`config.mk`:
```
export PLATFORM = sky130hd
export DESIGN_NAME = lz77_match_ctrl
export DESIGN_NICKNAME = d
export VERILOG_FILES = /design/src/rtl/lz77_match_ctrl.sv
export SDC_FILE = /design/constraint.sdc
export NUM_CORES = 1
export LEC_CHECK = 0
export CORE_MARGIN = 3
export CORE_UTILIZATION = 56
export CTS_CLUSTER_SIZE = 30
export DETAILED_ROUTE_END_ITERATION = 6
export PLACE_DENSITY = 0.95
export SLEW_MARGIN = 10
export SYNTH_ARGS = -nofsm -noshare
export SYNTH_HDL_FRONTEND = slang
export SYNTH_SLANG_ARGS = --single-unit
```
`constraint.sdc`:
```
create_clock -name clk -period 10 [get_ports clk]
set_clock_uncertainty 0.1 [all_clocks]
set_input_delay 1 -clock clk [delete_from_list [all_inputs] [get_ports clk]]
set_output_delay 1 -clock clk [all_outputs]
set_load 0.02 [all_outputs]
```
`src/rtl/lz77_match_ctrl.sv`:
```
// lz77_match_ctrl: walks every search offset through the shared comparator and emits the longest-match token
module lz77_match_ctrl #(
  parameter int SEARCH_LEN = 9,
  parameter int OFS_W = 4
) (
  input  logic                    clk,
  input  logic                    reset,
  input  logic                    start,
  input  logic [8*SEARCH_LEN-1:0] srch_win,
  input  logic [OFS_W-1:0]        srch_cnt,
  input  logic [63:0]             lah_win,
  input  logic [3:0]              lah_cnt,
  output logic                    busy,
  output logic [63:0]             cmp_buff1,
  output logic [63:0]             cmp_buff2,
  input  logic [3:0]              cmp_len,
  output logic                    out_valid,
  input  logic                    out_ready,
  output logic [OFS_W-1:0]        out_offset,
  output logic [3:0]              out_len,
  output logic [7:0]              out_char
);
  localparam int HW = 8*SEARCH_LEN + 64;
  typedef enum logic [1:0] {IDLE, SCAN, DONE} state_t;
  state_t state;
  logic [8*SEARCH_LEN-1:0] sw;
  logic [OFS_W-1:0] sc, ofs, best_ofs;
  logic [63:0] lw, lr, lsh;
  logic [3:0] lc, best_len, cap, eff;
  logic [HW-1:0] hv, hs;
  always_comb begin
    lr = '0;
    for (int j = 0; j < 8; j++) lr[8*(7-j) +: 8] = lw[8*j +: 8];
  end
  // {sw, lr} is the byte stream oldest-first: search byte SEARCH_LEN-1 at the MSB, then lookahead in order,
  // so the candidate for offset ofs is the 8-byte window starting SEARCH_LEN-1-ofs bytes from the top
  assign hv = {sw, lr};
  assign hs = hv << (8*(SEARCH_LEN-1-int'(ofs)));
  assign cmp_buff1 = (state == SCAN) ? hs[HW-1 -: 64] : '0;
  assign cmp_buff2 = (state == SCAN) ? lr : '0;
  assign cap = lc - 4'd1;
  assign eff = (cmp_len < cap) ? cmp_len : cap;
  assign lsh = lw >> (8*int'(best_len));
  always_ff @(posedge clk) begin
    if (reset) begin
      state <= IDLE;
      busy <= 1'b0;
      out_valid <= 1'b0;
      out_offset <= '0;
      out_len <= '0;
      out_char <= '0;
      ofs <= '0;
      best_len <= '0;
      best_ofs <= '0;
      sw <= '0;
      sc <= '0;
      lw <= '0;
      lc <= '0;
    end else begin
      case (state)
        IDLE: if (start) begin
          sw <= srch_win;
          sc <= srch_cnt;
          lw <= lah_win;
          lc <= lah_cnt;
          best_len <= '0;
          best_ofs <= '0;
          ofs <= '0;
          busy <= 1'b1;
          state <= (srch_cnt == '0) ? DONE : SCAN;
        end
        SCAN: begin
          if (eff > best_len) begin
            best_len <= eff;
            best_ofs <= ofs;
          end
          if (ofs == sc - OFS_W'(1) || eff == cap) state <= DONE;
          else ofs <= ofs + OFS_W'(1);
        end
        DONE: if (!out_valid) begin
          out_valid <= 1'b1;
          out_offset <= best_ofs;
          out_len <= best_len;
          out_char <= lsh[7:0];
        end else if (out_ready) begin
          out_valid <= 1'b0;
          busy <= 1'b0;
          state <= IDLE;
        end
        default: state <= IDLE;
      endcase
    end
  end
endmodule

```
Word level (Yosys, flattened, before mapping)
Cells that the tools add are included.

storage, ports and cells
  bits in registers = 176
  word-level logic and storage cells = 65

cells by class
  equality and inequality tests = 10
  reductions and logical operators = 11
  shift operators = 2
  multiplexer cells = 22
  $lt $le $gt $ge = 2
  add/sub/neg operators = 4
  bitwise gates (word level) = 1

operator list
  operator                                                               number
  136-bit by 32-bit << shifter with 136-bit output                       1
  64-bit two-way mux                                                     2
  64-bit by 7-bit >> shifter with 8-bit output                           1
  4-bit one-hot mux with 2 select lines                                  3
  4-bit two-way mux                                                      5
  2-bit two-way mux                                                      5
  4-bit equality test                                                    2
  2-bit != test, second input constant                                   4
  4-bit AND reduction                                                    2
  4-bit by 1-bit subtractor with 4-bit output, second input constant     2
  2-bit one-hot mux with 3 select lines                                  1
  3-bit AND reduction                                                    2
  1-bit two-way mux                                                      5
  4-bit by 4-bit subtractor with 5-bit output, first input constant      1
  4-bit by 1-bit adder with 4-bit output, second input constant          1
  4-bit > comparator                                                     1
  4-bit zero test                                                        1
  4-bit less-than comparator                                             1
  2-bit by 1-bit != test with 1-bit output, second input constant        2
  2-bit AND reduction                                                    2
  2-bit nonzero test                                                     2
  2-bit by 1-bit equality test with 1-bit output, second input constant  1
  2-bit equality test, second input constant                             1
  2-bit zero test                                                        1
  3 further kinds                                                        3

Logic depth before layout (Yosys ltp)
Gate-level depths: netlist (run 1).

  depth after elaboration = 7
  gate-level depth with buffers = 17

Worst setup path after synthesis (run 1)
No wires, ideal clock.

  kind = register to output
  start point = register ofs[0]
  end point = output port cmp_buff1[24]
  path buffers = 9
  path slack = 5.697 ns
  cell stages (with the launch flop) = 14
  arrival = 3.203 ns
  cells stage by stage = dfxtp_1 buf_2 buf_4 buf_4 inv_1 clkbuf_1 ha_1 buf_2 buf_2 buf_2 clkbuf_1 clkbuf_1 a211oi_1 nor3_1

between the ends
  longest elaborated chain between the ends = 3

ends and longest elaborated chain
  element                                           line  text
  start, declared                                   27    logic [OFS_W-1:0] sc, ofs, best_ofs;
  start signal, assigned                            78    else ofs <= ofs + OFS_W'(1);
  4-bit by 4-bit subtractor with 5-bit output       38    assign hs = hv << (8*(SEARCH_LEN-1-int'(ofs)));
  136-bit by 32-bit << shifter with 136-bit output  38
  64-bit two-way mux                                39    assign cmp_buff1 = (state == SCAN) ? hs[HW-1 -: 64] : '0;
  end, declared                                     14    output logic [63:0] cmp_buff1,

Every way passes these cells.

Worst setup path in the final report (run 1)
  start point = register ofs[0]
  end point = output port cmp_buff1[53]

The elaborated chain is that of the path after synthesis.

==> metrics, run 1 <==
Async SR Flop Fraction=0%; f_max=between 150 and 200 MHz; core area=~23000 um^2; # setup viols final=0; Post-Syn Instances=~1700; Detailed Place HPWL=approximately 37000 um; Final Max Tran Viols=0; final hold slack=roughly 360 ps; CTS tree=done; Post-DRT Antenna Nets=0; Antenna Cells=0; CP cell instances=inv_1 -> ha_4 -> buf_4 -> mux2_2 -> mux4_2 -> and2_1 -> clkdlybuf4s50_1; Final nets=between 2000 and 2500; Die Span Y=roughly 160 um; PwrDens=between 100 and 150 nW/um^2; Die Width=159 um; port bufs=about 300; Final min period=between 6000 and 7000 ps; routed length per instance=roughly 23 um; Final Cycle Share=around 62%; Ports=~300; CP Class=flip-flop to output port; RSZ-0062 raised after global routing=false; failing checks=design-rule violations; Max Cap Viol=0; outcome=finished with violations; clock-pin slew on the worst setup and hold paths=80 ps; Slew @ Worst Pin=1050 ps; # hold bufs at CTS=0; Post-CTS Resized=0; warnings from Yosys=0; GP Congestion=1.01; Seq cells post-synth=approximately 180; CP endpoint kind=output port; post-synth cell types=53; post-synthesis sequential area ratio=27.0%; prevailing post-synth register cell=dfxtp_1; clock root cell=clkbuf_16; clk_lat worst skew=440 ps; Vias=14414; Crit Path Max Fanout=92; area leader, netlist=dfxtp_1; Mapped Area=13100 um^2; placement row count=55; Crit path max-delay family=buffers and inverters; EDFF count, synth=0; Critical Path AT=approximately 5100 ps; utilization after layout=72.5%; Leak=5.75 nW; Detailed Route WL=around 51000 um; Synth Net Count=roughly 1900; most common cell in the netlist=nand2_1; Remaining DRCs=15; initial antenna violation count=0; vias per cell=6.52; 1st-iter DRT viols=~2400; top cells by area, synth=dfxtp_1 27%, nand2_1 12%, mux2i_1 11%; die area=25200 um^2; first-pass GRT wire length=77800 um; Initial Utilization=57.4%; Slew HR=29.7%; max incr delay on CP=1000 ps; number of global-route vias before repair=13530; total congestion overflow=0; Peak VDD IR=0.0959 mV; critical path's slowest cell=ha_4; largest net degree at the start of global routing=~110; Required @ worst endpoint=roughly 8900 ps; Buf+Inv Stages, Crit Path=3; clock buffer count from CTS=17; area grow syn2layout=26.5%; post-synth top area share=~27%; clock sinks=~180; Final Hold Viols=0; maximum buffer depth of the clock tree=2; Tot GR Track Use=38.5%; post-CTS setup buffer count=0; top cells by instance count after synthesis=427 x nand2_1, 268 x a21oi_1, 176 x dfxtp_1; DRT Pass-1 Iters=7; Critical Path Source Type=flip-flop; hold crit path type=flip-flop to flip-flop; share of cells above drive strength 1=under 10%; H-Tree Level Count=4; total negative setup slack=0 ps; synthesized area per cell=between 7 and 8 um^2
## through the flow
| step | cells | area (um^2) | setup WS [ps] | total power, W |
|---|---|---|---|---|
| 6_report | 2211 | 16500 | 3790 | 0.00240 |
| 5_1_grt | 2211 | 16500 | 3610 | 0.00248 |
| 4_1_cts | 2211 | 16500 | 3920 | 0.00238 |
| 3_5_place_dp | 2179 | 15900 | 4390 | 0.00165 |
| 3_3_place_gp | 2179 | 15900 | 4490 | 0.00164 |
| 2_1_floorplan | 1720 | 13100 | 5700 | 0.00137 |
## kinds of logic after synthesis
group / Yosys count / share of synthesized area (%)
buffers and inverters: 184 / 6.20
AO/OA/AOI/OAI: 424 / 19.3
multiplexers: 228 / 22.5
AND/OR/NAND/NOR: 679 / 22.6
adder cells (fa/ha/maj): 13 / 1.25
XOR/XNOR: 16 / 1.25
flip-flops: 176 / 27.0
## worst paths after layout
path | start | end | slack [ps] | cells after the start
min | out_len[1] | out_len[1] | 360 | 2
max | ofs[0] | cmp_buff1[53] | 3790 | 7
max reg2reg | lc[0] | best_len[2] | 5770 | 16
min reg2reg | out_len[1] | out_len[1] | 360 | 2
## routing by layer
metal	vias to the layer above	track usage (%)	part of all wire, %
met5	-	0	0
met4	0	19.9	6.3
met3	226	8.58	12
met2	1072	61.1	45
met1	6725	49.4	37
li1	6391	-	-
## final cells by class
type / count / area [um^2]
multi-input cells: 1360 / 8790
flip-flops and latches: 176 / 3530
fillers: 1683 / 6260
inverters: 14 / 52.6
clock buffers: 17 / 425
well taps: 313 / 392
repair buffers: 316 / 3110
clock inverters: 15 / 219
## state kept, by name, summed over array words and instances (netlist names)
register,cells
lc,4
busy,1
lw,64
out_valid,1
sw,72
out_char,8
best_ofs,4
out_offset,4
sc,4
state,2
ofs,4
best_len,4
out_len,4
## power breakdown
part / total, W / internal [W] / switching (W)
logic: 0.000813 / 0.000339 / 0.000474
clock network: 0.000735 / 0.000407 / 0.000328
registers: 0.000856 / 0.000756 / 0.0000994
total: 0.00240 / 0.00150 / 0.000901
## worst min-delay path, stage by stage, from the launching register on
cell and delay [ps]:
dfxtp_1 310, nand2_1 50, a21oi_1 50
## layout by cell type (no fill, tap or decap), drive strengths merged, types with 2 or more instances in the layout
cell type | synthesis | final
inv | 13 | 19
o2111ai | 3 | 3
dfxtp | 176 | 176
clkinv | 1 | 6
ha | 13 | 13
and3 | 8 | 8
nand3 | 40 | 40
a22oi | 17 | 17
or2 | 3 | 3
mux2i | 139 | 139
clkbuf | 107 | 17
bufinv | 0 | 3
nand2 | 427 | 427
nor2b | 6 | 6
clkdlybuf4s50 | 0 | 296
nor4 | 3 | 3
xor2 | 6 | 6
mux4 | 48 | 48
nor2 | 65 | 65
xnor2 | 9 | 9
nand2b | 13 | 13
a21oi | 268 | 268
and2 | 81 | 81
a211oi | 17 | 17
o21a | 2 | 2
a221oi | 16 | 16
nor3b | 2 | 2
a32o | 2 | 2
nor3 | 29 | 29
o221ai | 8 | 8
o21ai | 29 | 29
o211ai | 33 | 33
a211o | 8 | 8
mux2 | 41 | 41
o311ai | 8 | 8
o2bb2ai | 8 | 8
buf | 63 | 20
Power figures use the tool's default switching activity.
==> run 2, diff against run 1 <==
Settings changed: CORE_UTILIZATION 56 to 52, PLACE_DENSITY 0.95 to 0.9.
Clock period 10 ns to 6.45 ns, I/O delays scaled along.
==> run 2 against run 1 <==
Against the previous run: the run still ends with design-rule violations left; clock-buffer cell count is 1 higher; first-iteration DRC count is 11% lower; global-route usage is 2.8 points lower; final area hardly changed; combinational power is 57% higher; total power is 52% higher; via count is 1.6% lower; register-to-register slack worse by 3400 ps; sequential share of layout area hardly changed; largest power group unchanged.
==> metrics, run 2 (synthesis results as in run 1) <==
outcome=finished with violations (unchanged); failing checks=design-rule violations (unchanged); Final nets=2055 (was 2050); cell count after placement=2195 (was 2179); FF-to-FF End=best_len[2] (unchanged); Post-CTS Resized=0 (unchanged); depth of the most critical reg-to-reg path=16 (unchanged); number of global-route vias before repair=13283 (was 13530); Vias=14186 (was 14414); Crit path max-delay family=simple AND/OR/NAND/NOR gates (was buffers and inverters); critical path's slowest cell=nor2b_1 (was ha_4); max incr delay on CP=870 ps (was 1000 ps); post-CTS setup buffer count=0 (unchanged); PwrDens=220 nW/um^2 (was 145 nW/um^2); first-pass GRT wire length=75000 um (was 77800 um); Detailed Route WL=50300 um (was 50700 um); Slew HR=26.8% (was 29.7%); total negative setup slack=0 ps (unchanged); Antenna Cells=0 (unchanged); H-Tree Level Count=4 (unchanged); RSZ-0062 raised after global routing=false (unchanged); placement row count=57 (was 55); Combinational Power Share=35.0% (was 33.8%); Sw Share=38.7% (was 37.5%); reg-to-reg setup timing slack=2380 ps (was 5770 ps); Pint=0.00223 W (was 0.00150 W); hold crit path type=flip-flop to flip-flop (unchanged); Detailed Place HPWL=37100 um (about the same); total congestion overflow=0 (unchanged); Final Hold Viols=0 (unchanged); total power draw=0.00364 W (was 0.00240 W); Max Cap Viol=0 (unchanged); Initial Utilization=53.2% (was 57.4%); clock root cell=clkbuf_16 (unchanged); Setup crit end=cmp_buff1[5] (was cmp_buff1[53]); CP endpoint kind=output port (unchanged); Leak=5.76 nW (was 5.75 nW); Crit Path Max Fanout=30 (was 92); Stages on worst setup path=8 (was 7); Remaining DRCs=1 (was 15); Slew @ Worst Pin=1100 ps (was 1050 ps); Post-DRT Antenna Nets=0 (unchanged); area grow syn2layout=26.6% (was 26.5%); share of cells above drive strength 1=8.51% (was 8.27%); Required @ worst endpoint=5700 ps (was 8900 ps); initial antenna violation count=0 (unchanged); worst r2r src=lc[0] (unchanged); vias per cell=6.37 (was 6.52); CP Class=flip-flop to output port (unchanged); Psw=0.00141 W (was 0.000901 W); # setup viols final=0 (unchanged); Die Span Y=165 um (was 159 um); Crit. Startpoint=ofs[0] (unchanged); GP Congestion=0.971 (was 1.01); Ports=298 (unchanged); most frequent cells in the layout=427 x nand2_1, 296 x clkdlybuf4s50_1, 268 x a21oi_1 (unchanged); Peak VDD IR=0.182 mV (was 0.0959 mV); Die Width=165 um (was 159 um); Top reg by flops=sw (unchanged); routed length per instance=22.6 um (was 22.9 um); 1st-iter DRT viols=2104 (was 2354); Largest regs=sw: 72 flops, lw: 64 flops, out_char: 8 flops (unchanged); core area=24500 um^2 (was 22800 um^2); Final Cycle Share=about four fifths; clock-pin slew on the worst setup and hold paths=70 ps (was 80 ps); CP cell instances=inv_1 -> ha_4 -> nand2b_4 -> o22ai_1 -> nor2b_1 -> a22oi_1 -> nor2_1 -> clkdlybuf4s50_1 (was inv_1 -> ha_4 -> buf_4 -> mux2_2 -> mux4_2 -> and2_1 -> clkdlybuf4s50_1); Sequential Power Share=36.1% (was 35.6%); Final Max Tran Viols=0 (unchanged); Final min period=5070 ps; f_max=197 MHz; clock sinks=176 (unchanged); filler instances=1977 (was 1683); die area=27100 um^2 (was 25200 um^2); CTS tree=done (unchanged); Tot GR Track Use=35.7% (was 38.5%); Critical Path AT=4330 ps (was 5110 ps); maximum buffer depth of the clock tree=2 (unchanged); fin cells=2227 (was 2211); commonest non-fill, non-tap cell in the layout=nand2_1 (unchanged); DRT Pass-1 Iters=7 (unchanged); # hold bufs at CTS=0 (unchanged); clock buffer count from CTS=17 (unchanged); max reg flops=72 (unchanged); Buf+Inv Stages, Crit Path=2 (was 3); clk_lat worst skew=440 ps (about the same); port bufs=297 (unchanged); Critical Path Source Type=flip-flop (unchanged); largest net degree at the start of global routing=95 (was 107); Clock Power Share=28.8% (was 30.6%)
-- run 2: cell type report --
type | instances | area [um^2] | area share, %
Clock buffer | 18 | 439 | 2.66
Clock inverter | 14 | 144 | 0.870
Inverter | 14 | 52.6 | 0.318
Multi-Input combinational cell | 1360 | 8790 | 53.2
Sequential cell | 176 | 3530 | 21.3
Tap cell | 324 | 405 | 2.45
Timing Repair Buffer | 321 | 3180 | 19.2
-- run 2: worst min-delay path by stage --
stage,from,endpoint,slack [ps],cells past startpoint
2_1_floorplan,best_ofs[0],out_offset[0],330,2
3_3_place_gp,out_offset[0],out_offset[0],340,2
3_5_place_dp,sw[64],sw[64],350,2
4_1_cts,sw[64],sw[64],360,2
5_1_grt,sw[64],sw[64],370,2
6_report,best_ofs[0],out_offset[0],360,2
-- run 2: routing by layer --
layer | routed length [um] | vias to the layer above | share of wire [%] | GRT usage (%)
met5 | 0 | - | 0 | 0
met4 | 2570 | 0 | 5.1 | 16.1
met2 | 22900 | 984 | 46 | 57.2
li1 | - | 6391 | - | -
met1 | 18900 | 6613 | 38 | 46.1
met3 | 5900 | 198 | 12 | 8.35
-- run 2: tightest hold or removal path: stages, from the launching register on --
cell	delay (ps)
dfxtp_1	320
nand2_1	50
a21oi_1	50
-- run 2: through the flow --
step	setup WS [ps]	hold WS, ps	utilization, %	instance area [um^2]
after floorplan	2500	332	-	13100
after global placement	2040	343	65.0	16000
after detailed placement	2010	347	65.0	16000
after CTS	1540	357	67.4	16500
after global routing	1360	374	67.4	16500
final	1380	357	67.4	16500
-- run 2: power groups by stage --
stage | Sequential [W] | Clock [W] | Combinational [W]
5_1_grt | 0.00132 | 0.00110 | 0.00137
3_5_place_dp | 0.00133 | 0 | 0.00124
4_1_cts | 0.00130 | 0.00105 | 0.00125
3_3_place_gp | 0.00132 | 0 | 0.00122
2_1_floorplan | 0.00126 | 0 | 0.000861
6_report | 0.00132 | 0.00105 | 0.00128
==> run 3, diff against run 2 <==
Clock period 6.45 ns to 5.15 ns, I/O delays scaled along.
==> run 3 against run 2 <==
Against the previous run: the run still ends with design-rule violations left; combinational power rose by 25%; sequential cell count did not move; non-clock buffer count rose by 4; routed wire length fell by 1.2%; clock power rose by 26%; core utilization rose by 0.17 points; critical path type unchanged; critical endpoint is now cmp_buff1[50]; largest cell class unchanged; largest power group unchanged.
==> metrics, run 3 (synthesis results as in run 1) <==
clk_lat worst skew=430 ps (was 440 ps); DRT Pass-1 Iters=7 (unchanged); initial antenna violation count=0 (unchanged); pre-CTS WS=974 ps (was 2010 ps); hold crit path type=flip-flop to flip-flop (unchanged); f_max=between 200 and 250 MHz; 1st-iter DRT viols=2315 (was 2104); post-CTS setup buffer count=0 (unchanged); # setup viols final=0 (unchanged); Clock Power Share=28.9% (was 28.8%); setup ws final=473 ps (was 1380 ps); Leak=5.78 nW (was 5.76 nW); H-Tree Level Count=4 (unchanged); Sw Share=38.4% (was 38.7%); Psw=0.00175 W (was 0.00141 W); Critical Path AT=4060 ps (was 4330 ps); Post-DRT Antenna Nets=0 (unchanged); CTS tree=done (unchanged); total negative setup slack=0 ps (unchanged); max incr delay on CP=810 ps (was 870 ps); Detailed Route WL=49700 um (was 50300 um); Vias=14261 (was 14186); area grow syn2layout=26.9% (was 26.6%); clock sinks=176 (unchanged); Peak VDD IR=0.213 mV (was 0.182 mV); M2 GR Usage=56.2% (was 57.2%); failing checks=design-rule violations (unchanged); Multi-input gate area=8790 um^2 (unchanged); Final min period=4680 ps; # hold bufs at CTS=0 (unchanged); first-pass GRT wire length=74100 um (was 75000 um); Design Area, Final=16600 um^2 (was 16500 um^2); core area=24500 um^2 (unchanged); PwrDens=275 nW/um^2 (was 220 nW/um^2); Remaining DRCs=3 (was 1); Initial Utilization=53.2% (unchanged); Pint=0.00281 W (was 0.00223 W); Detailed Place HPWL=36300 um (was 37100 um); Buf+Inv Stages, Crit Path=1 (was 2); port bufs=297 (unchanged); critical path's slowest cell=and2_1 (was nor2b_1); CP dominant cell by count=and2_1; Crit path max-delay family=simple AND/OR/NAND/NOR gates (unchanged); total congestion overflow=0 (unchanged); placement row count=57 (unchanged); Stages on worst setup path=7 (was 8); GP Congestion=1.02 (was 0.971); clock root cell=clkbuf_16 (unchanged); RSZ-0062 raised after global routing=false (unchanged); Slew @ Worst Pin=1080 ps (was 1100 ps); met1 Usage GRT=45.8% (was 46.1%); Final Hold Viols=0 (unchanged); number of global-route vias before repair=13122 (was 13283); Crit Path Max Fanout=25 (was 30); Global Route met3 Usage=7.88% (was 8.35%); Reg area=3530 um^2 (unchanged); Combinational Power Share=35.1% (was 35.0%); Final nets=2059 (was 2055); commonest non-fill, non-tap cell in the layout=nand2_1 (unchanged); outcome=finished with violations (unchanged); largest net degree at the start of global routing=99 (was 95); max reg flops=72 (unchanged); die area=27100 um^2 (unchanged); filler instances=1984 (was 1977); maximum buffer depth of the clock tree=2 (unchanged); Worst Hold Path Cells=2 (unchanged); Largest regs=sw: 72 flops, lw: 64 flops, out_char: 8 flops (unchanged); vias per cell=6.39 (was 6.37); CP Class=flip-flop to output port (unchanged); Antenna Cells=0 (unchanged); Die Span Y=165 um (unchanged); clock buffer count from CTS=17 (unchanged); DP Area=16000 um^2 (about the same); clock-pin slew on the worst setup and hold paths=70 ps (about the same); depth of the most critical reg-to-reg path=16 (unchanged); share of cells above drive strength 1=8.70% (was 8.51%); Final Max Tran Viols=0 (unchanged); Tot GR Track Use=35.2% (was 35.7%); Die Width=165 um (unchanged); Post-CTS Resized=0 (unchanged); Sequential Power Share=36.0% (was 36.1%); Slew HR=27.7% (was 26.8%); global route hottest layer=met2 (unchanged); CP endpoint kind=output port (unchanged); Max Cap Viol=0 (unchanged); Critical Path Source Type=flip-flop (unchanged); Required @ worst endpoint=4530 ps (was 5700 ps); Top reg by flops=sw (unchanged); CP cell instances=nand2b_4 -> and2_1 -> nor2_1 -> mux2_2 -> mux4_2 -> and2_1 -> clkdlybuf4s50_1 (was inv_1 -> ha_4 -> nand2b_4 -> o22ai_1 -> nor2b_1 -> a22oi_1 -> nor2_1 -> clkdlybuf4s50_1); Final Cycle Share=approximately 91%; routed length per instance=22.3 um (was 22.6 um); most frequent cells in the layout=427 x nand2_1, 296 x clkdlybuf4s50_1, 268 x a21oi_1 (unchanged); Ports=298 (unchanged)
==> run 3: changes by cell type in the layout (fill, tap and decap cells not counted) <==
cell	previous run	this run
inv_8	5	3
clkinv_4	1	5
clkbuf_8	1	2
buf_4	23	27
clkinv_8	2	3
inv_6	3	1
clkinvlp_4	2	1
clkinv_2	1	0
==> run 3: layout make-up <==
type	count	share of cell area, %
Tap cell	324	2.45
Timing Repair Buffer	325	19.3
Inverter	14	0.317
Sequential cell	176	21.3
Clock inverter	13	0.860
Multi-Input combinational cell	1360	53.0
Clock buffer	19	2.73
==> run 3: path summary, 6_finish.rpt <==
path,from,endpoint,slack (ps)
min,sw[64],sw[64],360
min reg2reg,sw[64],sw[64],360
max,ofs[2],cmp_buff1[50],470
max reg2reg,lc[0],best_len[2],980
==> run 3: metrics by stage <==
stage / cells / util, % / hold slack (ps) / total power (W)
floorplan: 1720 / - / 332 / 0.00265
detailed placement: 2199 / 65.1 / 349 / 0.00322
global placement: 2199 / 65.1 / 344 / 0.00318
CTS: 2231 / 67.6 / 359 / 0.00452
finish: 2231 / 67.6 / 359 / 0.00456
global route: 2231 / 67.6 / 374 / 0.00474
==> run 3: metal layers <==
layer | vias up | wire (um)
li1 | 6400 | -
met1 | 6701 | 18800
met2 | 982 | 22400
met3 | 178 | 6000
met4 | 0 | 2530
met5 | - | 0
==> run 3: power groups by stage <==
stage | registers [W] | logic [W] | clock network [W]
6_report | 0.00164 | 0.00160 | 0.00132
3_3_place_gp | 0.00166 | 0.00152 | 0
4_1_cts | 0.00163 | 0.00156 | 0.00132
3_5_place_dp | 0.00166 | 0.00155 | 0
2_1_floorplan | 0.00158 | 0.00108 | 0
5_1_grt | 0.00165 | 0.00171 | 0.00138
==> run 3: tightest hold or removal path, cell delays in order (launching register included) <==
cell	delay (ps)
dfxtp_1	310
nand2_1	50
a21oi_1	50
